<file path="src/rtl/sisc_pkg.sv">
// Shared definitions for the sisc instruction fetch path: opcode field,
// well-known opcodes, the fetch sequencer state encoding and decode helpers.
package sisc_pkg;

  localparam int OPC_HI = 31;
  localparam int OPC_LO = 28;

  localparam logic [3:0] OP_NOP  = 4'h0;
  localparam logic [3:0] OP_ALU  = 4'h8;
  localparam logic [3:0] OP_HALT = 4'hF;

  localparam logic [31:0] NOP_WORD = {OP_NOP, 28'h0000000};

  typedef enum logic [1:0] {
    ST_IDLE  = 2'd0,
    ST_WAIT  = 2'd1,
    ST_HALT  = 2'd2,
    ST_FAULT = 2'd3
  } fetch_state_t;

  function automatic logic [3:0] opcode_of(input logic [31:0] word);
    return word[OPC_HI:OPC_LO];
  endfunction

  function automatic logic is_halt(input logic [31:0] word);
    return opcode_of(word) == OP_HALT;
  endfunction

endpackage

</file>
<file path="src/rtl/sisc_pc_reg.sv">
// Program counter register: branch load has priority over increment, and the
// increment wraps naturally at the address width.
module sisc_pc_reg
  import sisc_pkg::*;
#(
  parameter int unsigned         ADDR_W   = 16,
  parameter logic [ADDR_W-1:0]   RESET_PC = '0
) (
  input  logic              CLK,
  input  logic              RST_F,
  input  logic              load,
  input  logic [ADDR_W-1:0] load_val,
  input  logic              inc,
  output logic [ADDR_W-1:0] pc
);

  always_ff @(posedge CLK or negedge RST_F) begin
    if (!RST_F) begin
      pc <= RESET_PC;
    end else if (load) begin
      pc <= load_val;
    end else if (inc) begin
      pc <= pc + ADDR_W'(1);
    end
  end

endmodule

</file>
<file path="src/rtl/sisc_fetch.sv">
// Instruction fetch sequencer: issues one instruction-memory read per accepted
// fetch request, latches the IR, and tracks branches, halt and timeout faults.
module sisc_fetch
  import sisc_pkg::*;
#(
  parameter int unsigned       ADDR_W   = 16,
  parameter logic [ADDR_W-1:0] RESET_PC = '0,
  parameter int unsigned       MAX_WAIT = 15
) (
  input  logic              CLK,
  input  logic              RST_F,
  input  logic              fetch_req,
  input  logic              br_taken,
  input  logic [ADDR_W-1:0] br_addr,
  output logic              im_rd,
  output logic [ADDR_W-1:0] im_addr,
  input  logic [31:0]       im_data,
  input  logic              im_ack,
  output logic [31:0]       IR,
  output logic              ir_valid,
  output logic [ADDR_W-1:0] pc,
  output logic              halted,
  output logic              fault
);

  localparam logic [7:0] MAX_WAIT_C = 8'(MAX_WAIT);

  fetch_state_t      state;
  fetch_state_t      state_nxt;

  logic [7:0]        wait_cnt;
  logic [7:0]        wait_cnt_inc;
  logic              br_pend;
  logic [ADDR_W-1:0] br_pend_addr;

  logic              start_fetch;
  logic              accept;
  logic              timeout;
  logic [ADDR_W-1:0] fetch_addr;
  logic              pc_load;
  logic [ADDR_W-1:0] pc_load_val;
  logic              pc_inc;

  assign wait_cnt_inc = wait_cnt + 8'd1;

  always_ff @(posedge CLK or negedge RST_F) begin
    if (!RST_F) begin
      state <= ST_IDLE;
    end else begin
      state <= state_nxt;
    end
  end

  // A branch seen during WAIT, either earlier or alongside the ack, turns the
  // returning word into a discard and redirects the PC instead.
  always_comb begin
    state_nxt   = state;
    start_fetch = 1'b0;
    accept      = 1'b0;
    timeout     = 1'b0;
    pc_load     = 1'b0;
    pc_load_val = br_addr;
    pc_inc      = 1'b0;
    fetch_addr  = br_taken ? br_addr : pc;
    case (state)
      ST_IDLE: begin
        if (br_taken) begin
          pc_load = 1'b1;
        end
        if (fetch_req) begin
          start_fetch = 1'b1;
          state_nxt   = ST_WAIT;
        end
      end
      ST_WAIT: begin
        if (im_ack) begin
          if (br_taken || br_pend) begin
            pc_load     = 1'b1;
            pc_load_val = br_taken ? br_addr : br_pend_addr;
            state_nxt   = ST_IDLE;
          end else begin
            accept    = 1'b1;
            pc_inc    = 1'b1;
            state_nxt = is_halt(im_data) ? ST_HALT : ST_IDLE;
          end
        end else if (wait_cnt_inc == MAX_WAIT_C) begin
          timeout   = 1'b1;
          state_nxt = ST_FAULT;
        end
      end
      default: begin
      end
    endcase
  end

  // Memory interface, IR latch, sticky status and the WAIT bookkeeping.
  always_ff @(posedge CLK or negedge RST_F) begin
    if (!RST_F) begin
      im_rd        <= 1'b0;
      im_addr      <= '0;
      IR           <= NOP_WORD;
      ir_valid     <= 1'b0;
      halted       <= 1'b0;
      fault        <= 1'b0;
      wait_cnt     <= '0;
      br_pend      <= 1'b0;
      br_pend_addr <= '0;
    end else begin
      ir_valid <= accept;
      if (start_fetch) begin
        im_rd    <= 1'b1;
        im_addr  <= fetch_addr;
        wait_cnt <= '0;
        br_pend  <= 1'b0;
      end
      if (state == ST_WAIT) begin
        if (im_ack || timeout) begin
          im_rd   <= 1'b0;
          br_pend <= 1'b0;
        end else begin
          wait_cnt <= wait_cnt_inc;
          if (br_taken) begin
            br_pend      <= 1'b1;
            br_pend_addr <= br_addr;
          end
        end
      end
      if (accept) begin
        IR <= im_data;
      end
      if (accept && is_halt(im_data)) begin
        halted <= 1'b1;
      end
      if (timeout) begin
        fault <= 1'b1;
      end
    end
  end

  sisc_pc_reg #(
    .ADDR_W   (ADDR_W),
    .RESET_PC (RESET_PC)
  ) u_pc_reg (
    .CLK      (CLK),
    .RST_F    (RST_F),
    .load     (pc_load),
    .load_val (pc_load_val),
    .inc      (pc_inc),
    .pc       (pc)
  );

endmodule

</file>
<file path="config.mk">
export PLATFORM = sky130hd
export DESIGN_NAME = sisc_fetch
export DESIGN_NICKNAME = d
export VERILOG_FILES = /design/src/rtl/sisc_pkg.sv /design/src/rtl/sisc_pc_reg.sv /design/src/rtl/sisc_fetch.sv
export SDC_FILE = /design/constraint.sdc
export NUM_CORES = 1
export LEC_CHECK = 0
export ABC_AREA = 1
export CORE_UTILIZATION = 40
export CTS_CLUSTER_SIZE = 12
export DETAILED_ROUTE_END_ITERATION = 8
export PLACE_DENSITY = 0.67
export SLEW_MARGIN = 20
export SYNTH_ARGS = -nofsm -noshare
export SYNTH_HDL_FRONTEND = slang
export SYNTH_SLANG_ARGS = --single-unit
</file>
<file path="constraint.sdc">
create_clock -name CLK -period 2.2 [get_ports CLK]
set_clock_uncertainty 0.15 [all_clocks]
set_input_delay 0.44 -clock CLK [delete_from_list [all_inputs] [get_ports CLK]]
set_output_delay 0.44 -clock CLK [all_outputs]
set_load 0.02 [all_outputs]
</file>
==> After elaboration in Yosys (flattened, before gate mapping) <==
Index checks and enable logic that the tools add are counted.
{ "op_classes": {"addsub": 2, "eq_ne": 5, "n_mux": 35, "n_bitwise": 1, "n_reduce_logical": 8} }
{ "ops": {"columns": ["cell", "count"], "rows": [
  ["$mux W16", 7],
  ["$mux W8", 3],
  ["$mux W1", 18],
  ["$add A16 B1 Y16 const B", 1],
  ["$mux W2", 5],
  ["$add A8 B1 Y8 const B", 1],
  ["$eq A8 B4 Y1 const B", 1],
  ["$eq A4 B4 Y1 const B", 1],
  ["$pmux W2 S2", 1],
  ["$reduce_bool A2 Y1", 2],
  ["$ne A3 B3 Y1 const B", 1],
  ["$reduce_and A3 Y1", 1],
  ["$eq A2 B1 Y1 const B", 1],
  ["$logic_not A2 Y1", 1],
  ["$logic_or A1 B1 Y1", 2],
  ["$ne A2 B2 Y1 const B", 1],
  ["$pmux W1 S2", 1],
  ["$reduce_and A2 Y1", 1],
  ["$logic_and A1 B1 Y1", 1],
  ["$not A1 Y1", 1]
]} }
{ "word_totals": {"ff_bits": 95, "in_bits": 53, "output_inout_bits": 68, "word_cells": 62} }

==> Longest topological paths before layout <==
{ "depth": {"ltp_word": 8, "mapped_depth": 12, "ltp_nobuf": 11} }

==> Cells and area by module <==
Synthesis repeated with hierarchy kept, for this count alone.
{ "unflattened": {"hier_cells": 606, "area_unflattened_um2": 4734.5} }
{ "by_module_without_submodules": {"columns": ["module", "n_inst", "cells_each", "area_per_inst_um2", "seq_area_each_um2"], "rows": [
  ["sisc_fetch", 1, 465, 3699.8, 1976.9],
  ["sisc_pc_reg", 1, 141, 1034.7, 400.4]
]} }

==> Worst setup path before layout <==
Ideal clock, no wire load.
{ "synth_path": {"path_kind": "register to register", "start": "register u_pc_reg.pc[0]", "end": "register u_pc_reg.pc[10]", "setup_time_ps": 65, "arrival_time_ps": 1558, "required_time_ps": 1985, "path_slack_ps": 427, "path_stages_with_launch": 10, "n_path_buf": 0, "period_less_slack_ps": 1773, "path_cell_list": "dfrtp_1 > ha_1 > nand3_1 > nor2_1 > nand3_1 > o21bai_1 > nand3_1 > nand2_1 > nand2_1 > nand2_1"} }
{ "synth_between": {"elab_chain_cells": 3} }
{ "synth_rtl": {"columns": ["element", "line", "rtl"], "rows": [
  ["from (decl)", "sisc_pc_reg.sv:14", "output logic [ADDR_W-1:0] pc"],
  ["from (signal assigned)", "sisc_pc_reg.sv:21", "pc <= load_val;"],
  ["from (signal assigned)", "sisc_pc_reg.sv:23", "pc <= pc + ADDR_W'(1);"],
  ["$add A16 B1 Y16", "sisc_pc_reg.sv:23", null],
  ["$mux W16", "sisc_pc_reg.sv:22", "end else if (inc) begin"],
  ["$mux W16", "sisc_pc_reg.sv:20", "end else if (load) begin"]
]} }
No other way between the ends. The select of a mux whose other input is x is not followed.
A chain may end at the register's enable or synchronous reset.

==> Worst setup path in the final report <==
{ "layout_path": {"start": "register u_pc_reg.pc[0]", "end": "output pc[0]"} }
{ "layout_lines": {"columns": ["element", "line", "rtl"], "rows": [
  ["to (decl)", "sisc_fetch.sv:21", "output logic [ADDR_W-1:0] pc,"]
]} }
No word-level cell between the ends.

==> impl_results.md <==
* R2r worst-path depth at 11
* Detail Placement HPWL at 9450 um
* Clock Latency Late Sink at 0.35 ns
* Internal Power at 0.00270 W
* Num CTS Buffers at 9
* F_max at 470 MHz
* CP Class: register to output port
* CP Cell Sequence: clkdlybuf4s50_1
* Cell at the slowest stage of the critical path: clkdlybuf4s50_1
* Layout cells sized above 1 at 0.0792
* PD cells at around 540 mW/mm2
* Crit start category: register
* Min-delay src: IR[19]$_DFFE_PN0P_
* Min-Delay Path Class: register to register
* Worst Max-Slew Pin Slew at 0.464 ns
* Root buf cell: clkbuf_16
* Synth Area per Inst at 7.54 um2
* Area after DPL at roughly 0.0063 mm2
* Seq/Total Area, Yosys at 0.503
* GP Congestion at roughly 0.87
* Antenna Nets Post-Route at 0
* Total power at 0.00357 W
* Leak Pwr at 3.17 nW
* Psw at 0.000865 W
* Largest net degree at the start of global routing at 39
* CP Data Arrival Time at around 1.5 ns
* CTS max path bufs at 2
* Hold Slack at 0.318 ns
* Count leader, synth: nand2_1
* Core Area at 0.0115 mm2
* Initial antenna violation count at 0
* Final net count at 821
* # DRC at 0
* Width of the die at 111 um
* Combinational cell fraction of total power at 0.080
* Post-Syn Nets at 682
* Row cnt at 39
* Clk pwr share at 0.423
* Peak supply drop at ~0.00054 V
* Worst slack, placed at -0.0872 ns
* Area of the die at 0.0122 mm2
* PortBufs at between 100 and 150
* Synthesized instance count at 626
* Fin crit share at 0.968
* Worst-path fanout max at 7
* DRT Pass-1 Iters at 6
* Worst setup EP type: output port
* Post-synth top area cell: dfrtp_1
* Synth cell types at 32
* Primary FF master, synth: dfrtp_1
* Ant. Diodes at 0
* Endpoints failing setup at 0
* Final Hold Viols at 0
* Total global routing overflow at 0
* Wire per inst at 14.1 um
* Vias at 4,608
* Status: complete, no violations
* Max-cap viol count at 0
* # IOs at around 120
* Worst EP required at 1.61 ns
* Post-CTS Setup Inserts at 0
* Post-route cell area at 0.00659 mm2
* First-pass GRT wire length at 22,300 um
* R2r endpoint: br_pend_addr[14]$_DFFE_PN0P_
* Synth Cell Area at roughly 0.0047 mm2
* #FFs+latches synth at 95
* Tot GR Track Use at 0.226
* Hold path cells at 2
* Yosys warnings at 0
* # clock sinks at 95
* Final WS setup at 0.0708 ns
* H-Tree Depth at 3
* TritonCTS clock tree: yes
* Net Sw Frac at 0.243
* Filler cell count in the final layout at 1,063
* Reg power frac at 0.497
* R2R Path Start: wait_cnt[0]$_DFF_PN0_
* CP peak stage delay at 0.67 ns
* Vias in the first global route at 4,707
* Total Neg Setup Slack at 0 ns
* EDFF count, synth at 0
* End of the worst hold path: IR[19]$_DFFE_PN0P_
* Synth top area share at 0.503
* Final Critical Period at 2.13 ns
* FFs w/ async S/R, synth at 1.00
* Rel. slew slack at 0.688
* DR iter-0 viols at between 300 and 400
* RSZ-0062 raised after global routing: false
* Initial core utilization at 0.412
* Reg2reg setup slack at around 0.24 ns
* Clock Pin Slew Worst Setup and Hold Paths at ~0.07 ns
* Vias/cell at 5.05
* Post-synth top cells: nand2_1, dfrtp_1, nor2_1, inv_1, nand3_1
* Top delay family on crit path: buffers and inverters
* Top cells by area, synth: dfrtp_1, nand2_1, nor2_1, nand3_1, inv_1
* Slew Limit Fails at 0
* CP bufs+invs at 1
* Area growth, synth to finish at 39.6%
* Chip height at 111 um
* Post-Route WL at 12,900 um
timing repair:
item                       4_1_cts  5_1_grt
hold buffers                     1        0
setup endpoints to repair        0        2
hold endpoints to repair        26        0
resized for setup                0        1
placed cells by master (no fill, tap or decap), types with 2 or more instances in the layout:
cell type,n
inv_2,3
o21bai_1,3
nand4_1,8
nor2_2,2
nand2_2,3
o211ai_1,2
inv_1,45
ha_1,3
o21ai_1,10
a22oi_1,6
nor2_1,53
buf_12,7
a21oi_1,24
a31oi_1,16
inv_6,5
clkdlybuf4s50_1,119
nand2_1,252
clkbuf_16,9
buf_4,27
o21ai_0,24
nand3_1,36
nand3b_1,2
nor3_1,4
dfrtp_1,95
routing by layer:
metal | part of all wire | vias up | GRT usage
li1 | - | 2288 | -
met1 | 0.42 | 2119 | 0.277
met2 | 0.47 | 180 | 0.370
met3 | 0.088 | 21 | 0.0804
met4 | 0.021 | 0 | 0.0782
met5 | 0 | - | 0
cell families after synthesis:
group                      share of synthesized area
xor gates and xnor gates                     0.00371
adders and majority gates                    0.00795
and+or+nand+nor                                0.309
AOI/OAI and AO/OA                              0.106
DFF                                            0.503
buffers and inverters                         0.0694
worst max-delay path by stage:
stage                               start                           to  depth (start not counted)
6_report       u_pc_reg.pc[0]$_DFFE_PN0P_                        pc[0]                          1
5_1_grt        u_pc_reg.pc[5]$_DFFE_PN0P_                        pc[5]                          1
4_1_cts        u_pc_reg.pc[0]$_DFFE_PN0P_                        pc[0]                          1
3_5_place_dp                     br_taken  u_pc_reg.pc[10]$_DFFE_PN0P_                          9
3_3_place_gp                     br_taken  u_pc_reg.pc[12]$_DFFE_PN0P_                          9
2_1_floorplan  u_pc_reg.pc[0]$_DFFE_PN0P_  u_pc_reg.pc[10]$_DFFE_PN0P_                          9
area by class of cell:
cell class / count / area (um2) / area share
Sequential cell: 95 / 2380 / 0.361
Multi-Input combinational cell: 456 / 2020 / 0.307
Timing Repair Buffer: 154 / 1540 / 0.234
Clock buffer: 9 / 225 / 0.0342
Inverter: 49 / 184 / 0.0279
Tap cell: 143 / 179 / 0.0271
Clock inverter: 7 / 60.1 / 0.00911
power by group through the flow:
stage,clock network [W],logic (W),registers [W]
6_report,0.00151,0.000286,0.00177
3_5_place_dp,0,0.000287,0.00181
4_1_cts,0.00157,0.000289,0.00177
3_3_place_gp,0,0.000285,0.00181
2_1_floorplan,0,0.0000572,0.00183
5_1_grt,0.00164,0.000312,0.00177
flip-flops by register name, indices dropped and copies added, names as in the netlist:
signal        cells
ir_valid          1
br_pend_addr     16
u_pc_reg.pc      16
br_pend           1
state             2
wait_cnt          8
halted            1
im_rd             1
fault             1
IR               32
im_addr          16
per-stage QoR:
stage	std cells	util
after floorplan	626	-
after global placement	896	0.549
after detailed placement	896	0.549
after CTS	913	0.575
after global routing	913	0.575
final	913	0.575
Note: power is estimated with default switching activity, not from simulation.
